File: src/rtl/perf_stage_gen.sv
// Six-stage strobe sequencer: programmable run length and gap per stage, an
// F2G echo of the stream valid delayed by F2G_LAT, then drain, readback, done.
module perf_stage_gen #(
  parameter int CNT_W   = 16,
  parameter int F2G_LAT = 4
) (
  input  logic             CPU_CLK,
  input  logic             CPU_RESET,
  input  logic             START,
  input  logic             CFG_WR,
  input  logic [3:0]       CFG_ADDR,
  input  logic [CNT_W-1:0] CFG_DATA,
  output logic             PROC_WR_EN,
  output logic             IF_CFG_WR_EN,
  output logic             CGRA_CFG_G2F_CFG_WR_EN,
  output logic             STREAM_DATA_VALID_G2F,
  output logic             STREAM_DATA_VALID_F2G,
  output logic             PROC_RD_EN,
  output logic             BUSY,
  output logic             DONE
);

  typedef enum logic [2:0] {
    ST_IDLE, ST_ACT, ST_GAP, ST_DRAIN, ST_RDBK, ST_FIN
  } state_t;

  // Phases 0..11 interleave ACT(s)/GAP(s); PHASE_END means all stages are done.
  localparam logic [3:0] PHASE_END = 4'd12;

  state_t           state_r, state_nxt_s, jump_state_s;
  logic [2:0]       stage_r, stage_nxt_s, jump_stage_s;
  logic [CNT_W-1:0] cnt_r, cnt_nxt_s, jump_cnt_s, post_cnt_r;
  logic [CNT_W-1:0] len_r [6];
  logic [CNT_W-1:0] gap_r [6];
  logic [CNT_W-1:0] len_eff_s [6];
  logic [CNT_W-1:0] gap_eff_s [6];
  logic [11:0]      nz_s;
  logic [3:0]       cur_phase_s, from_phase_s, next_phase_s;
  logic             cfg_we_s, pending_s, gap_ok_s, drain_ok_s;

  function automatic logic [3:0] find_phase(input logic [11:0] nz, input logic [3:0] from);
    logic [3:0] r;
    r = PHASE_END;
    for (int i = 11; i >= 0; i--) begin
      if ((i >= int'(from)) && nz[i]) begin
        r = 4'(i);
      end else begin
        r = r;
      end
    end
    return r;
  endfunction

  assign cfg_we_s = CFG_WR && (state_r == ST_IDLE);

  // Register file with the same-edge write overlaid, so a START coinciding with a write sees the new value.
  always_comb begin
    for (int i = 0; i < 6; i++) begin
      len_eff_s[i] = len_r[i];
      gap_eff_s[i] = gap_r[i];
    end
    case (cfg_we_s ? CFG_ADDR : 4'd15)
      4'd0, 4'd1, 4'd2, 4'd3, 4'd4, 4'd5:       len_eff_s[CFG_ADDR[2:0]] = CFG_DATA;
      4'd8, 4'd9, 4'd10, 4'd11, 4'd12, 4'd13:   gap_eff_s[CFG_ADDR[2:0]] = CFG_DATA;
      default: begin end
    endcase
    for (int i = 0; i < 6; i++) begin
      nz_s[2*i]   = |len_eff_s[i];
      nz_s[2*i+1] = |gap_eff_s[i];
    end
  end

  // Config registers: writes land only in IDLE.
  always_ff @(posedge CPU_CLK or posedge CPU_RESET) begin
    if (CPU_RESET) begin
      for (int i = 0; i < 6; i++) begin
        len_r[i] <= CNT_W'(1);
        gap_r[i] <= {CNT_W{1'b0}};
      end
    end else begin
      for (int i = 0; i < 6; i++) begin
        len_r[i] <= len_eff_s[i];
        gap_r[i] <= gap_eff_s[i];
      end
    end
  end

  generate
    if (F2G_LAT == 0) begin : g_no_delay
      assign STREAM_DATA_VALID_F2G = STREAM_DATA_VALID_G2F;
      assign pending_s             = 1'b0;
    end else begin : g_delay
      logic [F2G_LAT-1:0] dly_r;
      logic [F2G_LAT:0]   chain_s;
      assign chain_s               = {dly_r, STREAM_DATA_VALID_G2F};
      // Anything upstream of the last stage will still show up on F2G later.
      assign pending_s             = |chain_s[F2G_LAT-1:0];
      assign STREAM_DATA_VALID_F2G = dly_r[F2G_LAT-1];

      // F2G delay line.
      always_ff @(posedge CPU_CLK or posedge CPU_RESET) begin
        if (CPU_RESET) begin
          dly_r <= {F2G_LAT{1'b0}};
        end else begin
          dly_r <= chain_s[F2G_LAT-1:0];
        end
      end
    end
  endgenerate

  // Cycles of GAP[6] still owed after the most recent F2G beat.
  always_ff @(posedge CPU_CLK or posedge CPU_RESET) begin
    if (CPU_RESET) begin
      post_cnt_r <= {CNT_W{1'b0}};
    end else if (STREAM_DATA_VALID_F2G) begin
      post_cnt_r <= gap_r[5];
    end else if (post_cnt_r != {CNT_W{1'b0}}) begin
      post_cnt_r <= post_cnt_r - CNT_W'(1);
    end else begin
      post_cnt_r <= post_cnt_r;
    end
  end

  assign gap_ok_s   = STREAM_DATA_VALID_F2G ? (gap_r[5] == {CNT_W{1'b0}})
                                            : (post_cnt_r <= CNT_W'(1));
  assign drain_ok_s = !pending_s && gap_ok_s;

  // Next-state: zero-length phases are skipped within the same cycle.
  always_comb begin
    cur_phase_s  = {stage_r - 3'd1, state_r == ST_GAP};
    from_phase_s = (state_r == ST_IDLE) ? 4'd0 : cur_phase_s + 4'd1;
    next_phase_s = find_phase(nz_s, from_phase_s);
    if (next_phase_s == PHASE_END) begin
      jump_state_s = drain_ok_s ? ST_RDBK : ST_DRAIN;
      jump_stage_s = stage_r;
      jump_cnt_s   = {CNT_W{1'b0}};
    end else begin
      jump_state_s = next_phase_s[0] ? ST_GAP : ST_ACT;
      jump_stage_s = next_phase_s[3:1] + 3'd1;
      jump_cnt_s   = next_phase_s[0] ? gap_eff_s[next_phase_s[3:1]] : len_eff_s[next_phase_s[3:1]];
    end
    state_nxt_s = state_r;
    stage_nxt_s = stage_r;
    cnt_nxt_s   = cnt_r;
    case (state_r)
      ST_IDLE: begin
        if (START) begin
          state_nxt_s = jump_state_s;
          stage_nxt_s = jump_stage_s;
          cnt_nxt_s   = jump_cnt_s;
        end else begin
          state_nxt_s = ST_IDLE;
        end
      end
      ST_ACT, ST_GAP: begin
        if (cnt_r > CNT_W'(1)) begin
          cnt_nxt_s = cnt_r - CNT_W'(1);
        end else begin
          state_nxt_s = jump_state_s;
          stage_nxt_s = jump_stage_s;
          cnt_nxt_s   = jump_cnt_s;
        end
      end
      ST_DRAIN: state_nxt_s = drain_ok_s ? ST_RDBK : ST_DRAIN;
      ST_RDBK:  state_nxt_s = ST_FIN;
      ST_FIN:   state_nxt_s = ST_IDLE;
      default:  state_nxt_s = ST_IDLE;
    endcase
  end

  // FSM state and outputs, registered from the next state so they align with it.
  always_ff @(posedge CPU_CLK or posedge CPU_RESET) begin
    if (CPU_RESET) begin
      state_r                <= ST_IDLE;
      stage_r                <= 3'd0;
      cnt_r                  <= {CNT_W{1'b0}};
      PROC_WR_EN             <= 1'b0;
      IF_CFG_WR_EN           <= 1'b0;
      CGRA_CFG_G2F_CFG_WR_EN <= 1'b0;
      STREAM_DATA_VALID_G2F  <= 1'b0;
      PROC_RD_EN             <= 1'b0;
      BUSY                   <= 1'b0;
      DONE                   <= 1'b0;
    end else begin
      state_r                <= state_nxt_s;
      stage_r                <= stage_nxt_s;
      cnt_r                  <= cnt_nxt_s;
      PROC_WR_EN             <= (state_nxt_s == ST_ACT) && ((stage_nxt_s == 3'd1) || (stage_nxt_s == 3'd4));
      IF_CFG_WR_EN           <= (state_nxt_s == ST_ACT) && ((stage_nxt_s == 3'd2) || (stage_nxt_s == 3'd5));
      CGRA_CFG_G2F_CFG_WR_EN <= (state_nxt_s == ST_ACT) && (stage_nxt_s == 3'd3);
      STREAM_DATA_VALID_G2F  <= (state_nxt_s == ST_ACT) && (stage_nxt_s == 3'd6);
      PROC_RD_EN             <= (state_nxt_s == ST_RDBK);
      BUSY                   <= (state_nxt_s == ST_ACT) || (state_nxt_s == ST_GAP) ||
                                (state_nxt_s == ST_DRAIN) || (state_nxt_s == ST_RDBK);
      DONE                   <= (state_nxt_s == ST_FIN);
    end
  end

endmodule

File: config.mk
export PLATFORM = sky130hd
export DESIGN_NAME = perf_stage_gen
export DESIGN_NICKNAME = d
export VERILOG_FILES = /design/src/rtl/perf_stage_gen.sv
export SDC_FILE = /design/constraint.sdc
export NUM_CORES = 1
export LEC_CHECK = 0
export CAP_MARGIN = 20
export CORE_MARGIN = 1
export CORE_UTILIZATION = 63
export DETAILED_ROUTE_END_ITERATION = 7
export PLACE_DENSITY = 0.81
export SETUP_SLACK_MARGIN = 0.2
export SLEW_MARGIN = 20
export SYNTH_ARGS = -nofsm -noshare
export SYNTH_HDL_FRONTEND = slang
export SYNTH_SLANG_ARGS = --single-unit
File: constraint.sdc
create_clock -name CPU_CLK -period 8.59 [get_ports CPU_CLK]
set_input_delay 1.2885 -clock CPU_CLK [delete_from_list [all_inputs] [get_ports CPU_CLK]]
set_output_delay 1.2885 -clock CPU_CLK [all_outputs]
set_load 0.005 [all_outputs]
# ---- After elaboration in Yosys (flattened, before gate mapping)
# Cells that the tools add are included.
# W data, S select, Z words.
dict set report word_totals {
  ff_bits 241
  in_bits 24
  word_cells 168
  output_inout_bits 8
}
dict set report classes {
  n_eq_ne 28
  reduce_logical 48
  bitwise_logic 2
  order_cmp 17
  n_mux 44
  add_sub_neg 5
}
# operator count
set op_table {}
lappend op_table {{$bwmux W96} 2}
lappend op_table {{$mux W96} 2}
lappend op_table {{$reduce_or A16 Y1} 12}
lappend op_table {{$mux W16} 11}
lappend op_table {{$bmux W16 S3} 2}
lappend op_table {{$mux W4} 13}
lappend op_table {{$demux W16 S3} 1}
lappend op_table {{$pmux W16 S2} 1}
lappend op_table {{$sub A16 B1 Y16 const B} 2}
lappend op_table {{$eq A4 B4 Y1 const B} 7}
lappend op_table {{$mux W3} 8}
lappend op_table {{$logic_and A1 B1 Y1} 19}
lappend op_table {{$eq A3 B2 Y1 const B} 6}
lappend op_table {{$eq A3 B3 Y1 const B} 6}
lappend op_table {{$ge A3 B4 Y1 const A} 4}
lappend op_table {{$ge A4 B4 Y1 const A} 4}
lappend op_table {{$gt A16 B1 Y1 const B} 1}
lappend op_table {{$le A16 B1 Y1 const B} 1}
lappend op_table {{$logic_not A16 Y1} 1}
lappend op_table {{$reduce_bool A16 Y1} 1}
lappend op_table {{$pmux W3 S4} 1}
lappend op_table {{$reduce_or A6 Y1} 2}
lappend op_table {{$eq A3 B1 Y1 const B} 3}
lappend op_table {{$eq A4 B2 Y1 const B} 2}
lappend op_table {{22 further kinds} 32}

# ---- Depth between registers and ports, before layout
# Gate-level depths: netlist (run 1).
dict set report logic_depth {
  depth_word 29
  mapped_depth 21
  depth_no_buf 16
}

# ---- Worst setup path after synthesis (run 1)
# No wires, ideal clock.
dict set report synth_path {
  path_kind {in2reg}
  startpoint {input CFG_WR}
  endpoint {register PROC_WR_EN}
  path_buffers 3
  cell_stages 16
  slack_ns 3.743
  t_arrival_ns 4.726
  setup_time_ns 0.121
  path_cell_list {nor4b_4 > buf_4 > nand3_2 > mux2i_1 > or3_1 > nand4_1 > a21o_4 > clkinv_2 > buf_2 > buf_2 > ha_1 > or4b_2 > o221ai_1 > a211o_1 > xnor2_1 > nor3_1}
}
dict set report synth_via {
  elab_chain_cells 26
  word_cells_on_any_way 70
}
# item line_no
set synth_rtl {}
lappend synth_rtl {{start: declaration} 10} ;# input logic CFG_WR,
lappend synth_rtl {{$logic_and A1 B1 Y1 (*)} 54} ;# assign cfg_we_s = CFG_WR && (state_r == ST_IDLE);
lappend synth_rtl {{$mux W4 (*)} 62} ;# case (cfg_we_s ? CFG_ADDR : 4'd15)
lappend synth_rtl {{$eq A4 B4 Y1} 62}
lappend synth_rtl {{$reduce_or A6 Y1} 62}
lappend synth_rtl {{$mux W96} 62}
lappend synth_rtl {{$reduce_or A16 Y1} 69} ;# nz_s[2*i+1] = |gap_eff_s[i];
lappend synth_rtl {{$logic_and A1 B1 Y1} 45} ;# if ((i >= int'(from)) && nz[i]) begin
lappend synth_rtl {{$mux W3} 45}
lappend synth_rtl {{[... 11 more ...]} --}
lappend synth_rtl {{$add A3 B1 Y3 / $eq A4 B4 Y1 (equally long branches)} {139, 133}}
lappend synth_rtl {{$mux W3 (*)} 133} ;# if (next_phase_s == PHASE_END) begin
lappend synth_rtl {{$mux W3, on equally long branches} {156, 147}}
lappend synth_rtl {{$pmux W3 S2 (*)} 145} ;# case (state_r)
lappend synth_rtl {{via stage_nxt_s[2]} 31} ;# logic [2:0] stage_r, stage_nxt_s, jump_stage_s;
lappend synth_rtl {{$eq A3 B1 Y1 / $eq A3 B3 Y1 (equally long branches)} 188} ;# PROC_WR_EN <= (state_nxt_s == ST_ACT) && ((stage_nxt_s == 3'd1) || (stage_nxt_s == 3'd4));
lappend synth_rtl {{$logic_or A1 B1 Y1 (*)} 188}
lappend synth_rtl {{$logic_and A1 B1 Y1 (*)} 188}
lappend synth_rtl {{end signal: assignment} 188}
lappend synth_rtl {{end: declaration} 13} ;# output logic PROC_WR_EN,
# Mark *: on every way through the listed nets, which the timed path passes. The rest lies on a longest branch.
# A chain may end at the register's enable or synchronous reset.

# ---- Worst setup path after layout (run 1)
# Ends and elaborated chain as after synthesis.

==> results of run 1 <==
## metrics by stage
stage | util, % | cells
after global routing | 71.0 | 1467
after global placement | 66.4 | 1418
after floorplan | - | 1175
final | 71.0 | 1467
after detailed placement | 66.4 | 1418
after CTS | 71.0 | 1467
## synthesized netlist by cell type (8+ instances only)
library cell    n  area share (%)
buf_2          15            0.58
dfrtp_1       235              45
nand3_1        17            0.66
clkbuf_1       45             1.3
xnor2_1        12            0.81
nand2_1        52             1.5
a21oi_1        35             1.4
buf_1           8            0.23
ha_1            8            0.77
nand4_1        22             1.1
nor4_1         58             2.8
a211oi_1       13            0.75
nor2_1         82             2.4
inv_1          15            0.43
or3_1          18            0.87
o21ai_0        43             1.7
a31oi_1         8            0.39
mux2_2        212              18
nor3_1         46             1.8
mux2i_1        74             5.7
## per-layer routing
layer	vias to the layer above	share of wire, %
met5	-	0
met4	0	6.2
met3	165	10
met2	619	44
met1	5170	39
li1	4408	-
## critical path, cell delays in order
cell	delay, ns
clkdlybuf4s50_1	0.47
nor4b_4	0.80
nand3_2	0.60
mux2_2	0.41
nand3_1	0.36
nand4_1	0.68
a21o_4	0.21
clkinv_2	0.44
ha_1	0.46
or4b_2	0.64
o221ai_1	0.19
a211o_1	0.26
xnor2_1	0.09
nor3_1	0.14
## flip-flops by register name (all words and copies together) (netlist names)
signal and flops:
PROC_RD_EN 1, len_r 96, STREAM_DATA_VALID_G2F 1, g_delay.dly_r 4, CGRA_CFG_G2F_CFG_WR_EN 1, cnt_r 16, DONE 1, gap_r 96
IF_CFG_WR_EN 1, BUSY 1, stage_r 3, PROC_WR_EN 1, state_r 3, post_cnt_r 16
## kinds of logic (layout without fill, tap and decap cells)
| logic type | count (synthesis) | in the layout | share of synthesized area, % |
|---|---|---|---|
| AND/OR/NAND/NOR | 356 | 356 | 15.1 |
| multiplexers | 286 | 286 | 24.1 |
| AO/OA/AOI/OAI | 175 | 175 | 9.26 |
| adder cells (fa/ha/maj) | 8 | 8 | 0.772 |
| XOR/XNOR | 18 | 18 | 1.22 |
| flip-flops | 241 | 241 | 46.5 |
| buffers and inverters | 91 | 113 | 3.05 |
## area by class of cell
cell class	instances	share of cell area (%)
Inverter	16	0.479
Multi-Input combinational cell	843	45.6
Sequential cell	241	42.0
Timing Repair Buffer	48	3.05
Clock buffer	33	5.21
Tap cell	270	2.35
Clock inverter	16	1.32
## worst paths after layout
check / from / endpoint / cells past startpoint
setup / recovery: CFG_WR / PROC_WR_EN / 14
setup reg to reg: state_r[2] / PROC_WR_EN / 13
hold / removal: g_delay.dly_r[0] / g_delay.dly_r[1] / 0
max in group asynchronous: CPU_RESET / gap_r[35] / 3
min in group asynchronous: CPU_RESET / len_r[31] / 2
hold reg to reg: g_delay.dly_r[0] / g_delay.dly_r[1] / 0
==> impl_results.md, run 1 <==
- Worst relative slew slack: roughly 33%
- Post-CTS Hold Buffers: 0
- CP Launch Type: input port
- Core area: 20200 um2
- Root buffer cell: clkbuf_16
- Initial DRC Count: about 1100
- Post-synthesis cell type count: 84
- RSZ-0062 raised after global routing: false
- Clock Sinks: 241
- Fin crit period: 6.61 ns
- Area Growth Syn to Fin: 10.8%
- Layout cell share with drive strength beyond 1: 26.3%
- GR Layer Usage met3: under 10%
- Most frequent cells in the layout: 235 x dfrtp_1, 212 x mux2_2, 82 x nor2_1
- ANT cells: 0
- Initial Utilization: between 60 and 70%
- Htree depth: 1
- Final #Nets: about 1200
- Maximum root-to-sink buffer count: 3
- WP data required: between 9 and 10 ns
- Hold_ws: approximately 0.38 ns
- FILL cells: around 1500
- Number of port buffers: 31
- Largest net degree at the start of global routing: about 110
- WP data arrival: 7.06 ns
- Most Used Layer, Global Route: met2
- Die Height: ~150 um
- DP Wirelength: between 20 and 30 mm
- PostCTS Resize Cnt: 0
- Clock latency on the worst-skew pair: about 0.53 ns
- Net Count, Synth: about 1200
- CTS Buf Count: 27
- Slew Limit Fails: 0
- Wire length per cell: ~28 um
- Fin. Hold Viols: 0
- Post-synth EDFFs: 0
- Most common cell after layout, fill and taps aside: dfrtp_1
- Final Cell Area: 14400 um2
- FF/Latch Area: around 6000 um2
- Vias: between 10000 and 15000
- Measured slew at the worst slew-check pin: between 0.9 and 1 ns
- Worst Path Class, Setup: in2reg
- Clock transition at path regs: roughly 0.060 ns
- I/O pin cnt: 32
- Reg2Reg Setup Slack: between 2 and 3 ns
- Fmax: approximately 0.15 GHz
- Synth warnings: 0
- DR DRC count: 0
- Worst setup margin: around 2 ns
- Die X: around 150 um
- M1 GR Usage: 53.8%
- Met2 GRT Util: 61.5%
- Total wire length: 41.6 mm
- Multi-input logic area: 6550 um2
- Final setup TNS: 0 ns
- Setup Viol. Count Final: 0
- Tot GR Track Use: 39.7%
- Final clock skew: roughly 0.012 ns
- Synthesized area per cell: roughly 11 um2
- Core Rows: 52
- Initial antenna violation count: 0
- Total gr overflow: 0
- CP Capture Type: flop
- Number of global-route vias before repair: slightly above 10000
- Routed vias/inst: about 7.1
- Yosys reg bits: approximately 240
- Post-synthesis sequential area ratio: a little under half
- Hold Path Class: reg2reg
- Ys flop type: dfrtp_1
- First-pass GRT wire length: 62.9 mm
- Drt first pass iters: 5
- CTS tree: done
- Outcome: complete, no violations
- Period utilisation layout: about 77%
- Die Area: roughly 21000 um2
- Cell area after placement: about 13000 um2
- Dpl ws: about 1.6 ns
- Mapped cell area: between 10000 and 15000 um2
- Gate Count Post-Synth: around 1200
- Ys async rst share: 100%
- RD Place Congestion: between 1 and 1.5
- Max-Cap Viols: 0
- Postcts setup bufs: 0
- Worst Path Max Fanout: 32
- ANT nets after route: 0
Power of run 1 is left out: the tool's default activity adds up to more than one toggle a clock period on the data nets, which glitch-free logic cannot reach.
==> inputs of run 2 (changes only) <==
==> constraint.sdc (replaced) <==
create_clock -name CPU_CLK -period 6.5 [get_ports CPU_CLK]
set_input_delay 0.975 -clock CPU_CLK [delete_from_list [all_inputs] [get_ports CPU_CLK]]
set_output_delay 0.975 -clock CPU_CLK [all_outputs]
set_load 0.005 [all_outputs]
==> impl_results.md, run 2 (synthesis gave the netlist of run 1 again) <==
- R2r worst-path depth: 14
- Hold Crit Start: g_delay.dly_r[1]
- Routed vias/inst: about 7
- Final #Nets: about 1200
- First-pass GRT wire length: ~65 mm
- CP endpoint: cnt_r[12]
- Total wire length: 42.0 mm
- Number of global-route vias before repair: 10294
- Wire length per cell: approximately 28 um
- Worst Path Max Fanout: 25
- CTS Buf Count: 26
- Fin. Hold Viols: 0
- Fmax: 0.188 GHz
- Most frequent cells in the layout: 235 x dfrtp_1, 212 x mux2_2, 82 x nor2_1
- Most common cell after layout, fill and taps aside: dfrtp_1
- Metal-1 WL: 16.5 mm
- Worst Path Class, Setup: in2reg
- Total gr overflow: 0
- Final Cell Area: 14600 um2
- Die Height: around 150 um
- RD Place Congestion: 1.06
- Met2 WL: 19.0 mm
- Maximum root-to-sink buffer count: 3
- CP startpoint: CFG_DATA[4]
- CTS tree: done
- Tot GR Track Use: between 40% and 50%
- Cell area after placement: roughly 14000 um2
- RR Endpoint: cnt_r[12]
- Uppermost layer routed: met4
- Setup Viol. Count Final: 0
- Post-CTS Hold Buffers: 0
- Final clock skew: about 0.023 ns
- CP Launch Type: input port
- Largest net degree at the start of global routing: 180
- Hold Path Class: reg2reg
- Number of port buffers: 31
- Top flop regs: gap_r x96, len_r x96
- Worst setup margin: 1.19 ns
- Initial DRC Count: between 1000 and 1500
- Routed wl met3: between 4 and 5 mm
- WP data required: slightly below 7 ns
- PostCTS Resize Cnt: 0
- Worst relative slew slack: between 30% and 40%
- Slew Limit Fails: 0
- Period utilisation layout: around four fifths
- Die Area: about 21000 um2
- I/O pin cnt: 32
- Core Rows: 52
- Vias: between 10000 and 15000
- Max-Cap Viols: 0
- Root buffer cell: clkbuf_16
- ANT nets after route: 0
- DR DRC count: 0
- Core area: between 20000 and 25000 um2
- Initial antenna violation count: 1
- RSZ-0062 raised after global routing: false
- Drt first pass iters: 6
- Initial Utilization: 64.1%
- Die X: 146 um
- Measured slew at the worst slew-check pin: approximately 1.0 ns
- Reg2Reg Setup Slack: approximately 1.3 ns
- Area Growth Syn to Fin: 12.2%
- Dpl ws: between 0.8 and 0.9 ns
- Final setup TNS: 0 ns
- Clock transition at path regs: around 0.06 ns
- DP Wirelength: 29.5 mm
- Fin crit period: 5.31 ns
- Htree depth: 1
- CP Capture Type: flop
- Layout cell share with drive strength beyond 1: between 20% and 30%
- Worst R2R Start: state_r[2]
- WP data arrival: ~5.7 ns
- Outcome: complete, no violations
- Clock Sinks: roughly 240
- Postcts setup bufs: 0
- Clock latency on the worst-skew pair: around 0.54 ns
-- run 2: critical path, stage by stage --
cell	delay (ns)
clkdlybuf4s50_1	0.39
buf_4	0.20
nor4_1	0.59
nand4_1	0.41
mux2_2	0.40
nand3_1	0.07
buf_4	0.21
and4_1	0.43
nand2_2	0.56
mux2i_1	0.27
mux2_2	0.30
mux2_2	0.33
o31ai_1	0.48
-- run 2: per-stage QoR --
step | util (%) | std cells | hold slack, ns
CTS | 71.9 | 1493 | 0.380
detailed placement | 67.6 | 1445 | 0.367
floorplan | - | 1175 | 0.354
global route | 71.9 | 1493 | 0.385
global placement | 67.6 | 1445 | 0.359
finish | 72.0 | 1495 | 0.377
-- run 2: routing by layer --
layer | GRT usage, % | vias up
li1 | - | 4455
met1 | 56.6 | 5178
met2 | 63.3 | 647
met3 | 7.65 | 138
met4 | 17.2 | 0
met5 | 0 | -
-- run 2: worst min path at each step --
stage / end / slack (ns) / depth (start not counted)
after floorplan: g_delay.dly_r[1] / 0.35 / 0
after global placement: g_delay.dly_r[2] / 0.36 / 0
after detailed placement: g_delay.dly_r[3] / 0.37 / 0
after CTS: g_delay.dly_r[2] / 0.38 / 0
after global routing: g_delay.dly_r[2] / 0.39 / 0
final: g_delay.dly_r[2] / 0.38 / 0
-- run 2: cell type report --
cell class	count	area, um2
antenna	2	5.00
tap	270	338
clock buffer	39	761
multi-input combinational	843	6550
fill	1451	5670
sequential	241	6040
clock inverter	9	125
inverter	16	65.1
timing repair buffer	75	678
Power of run 2 is left out for the same reason.
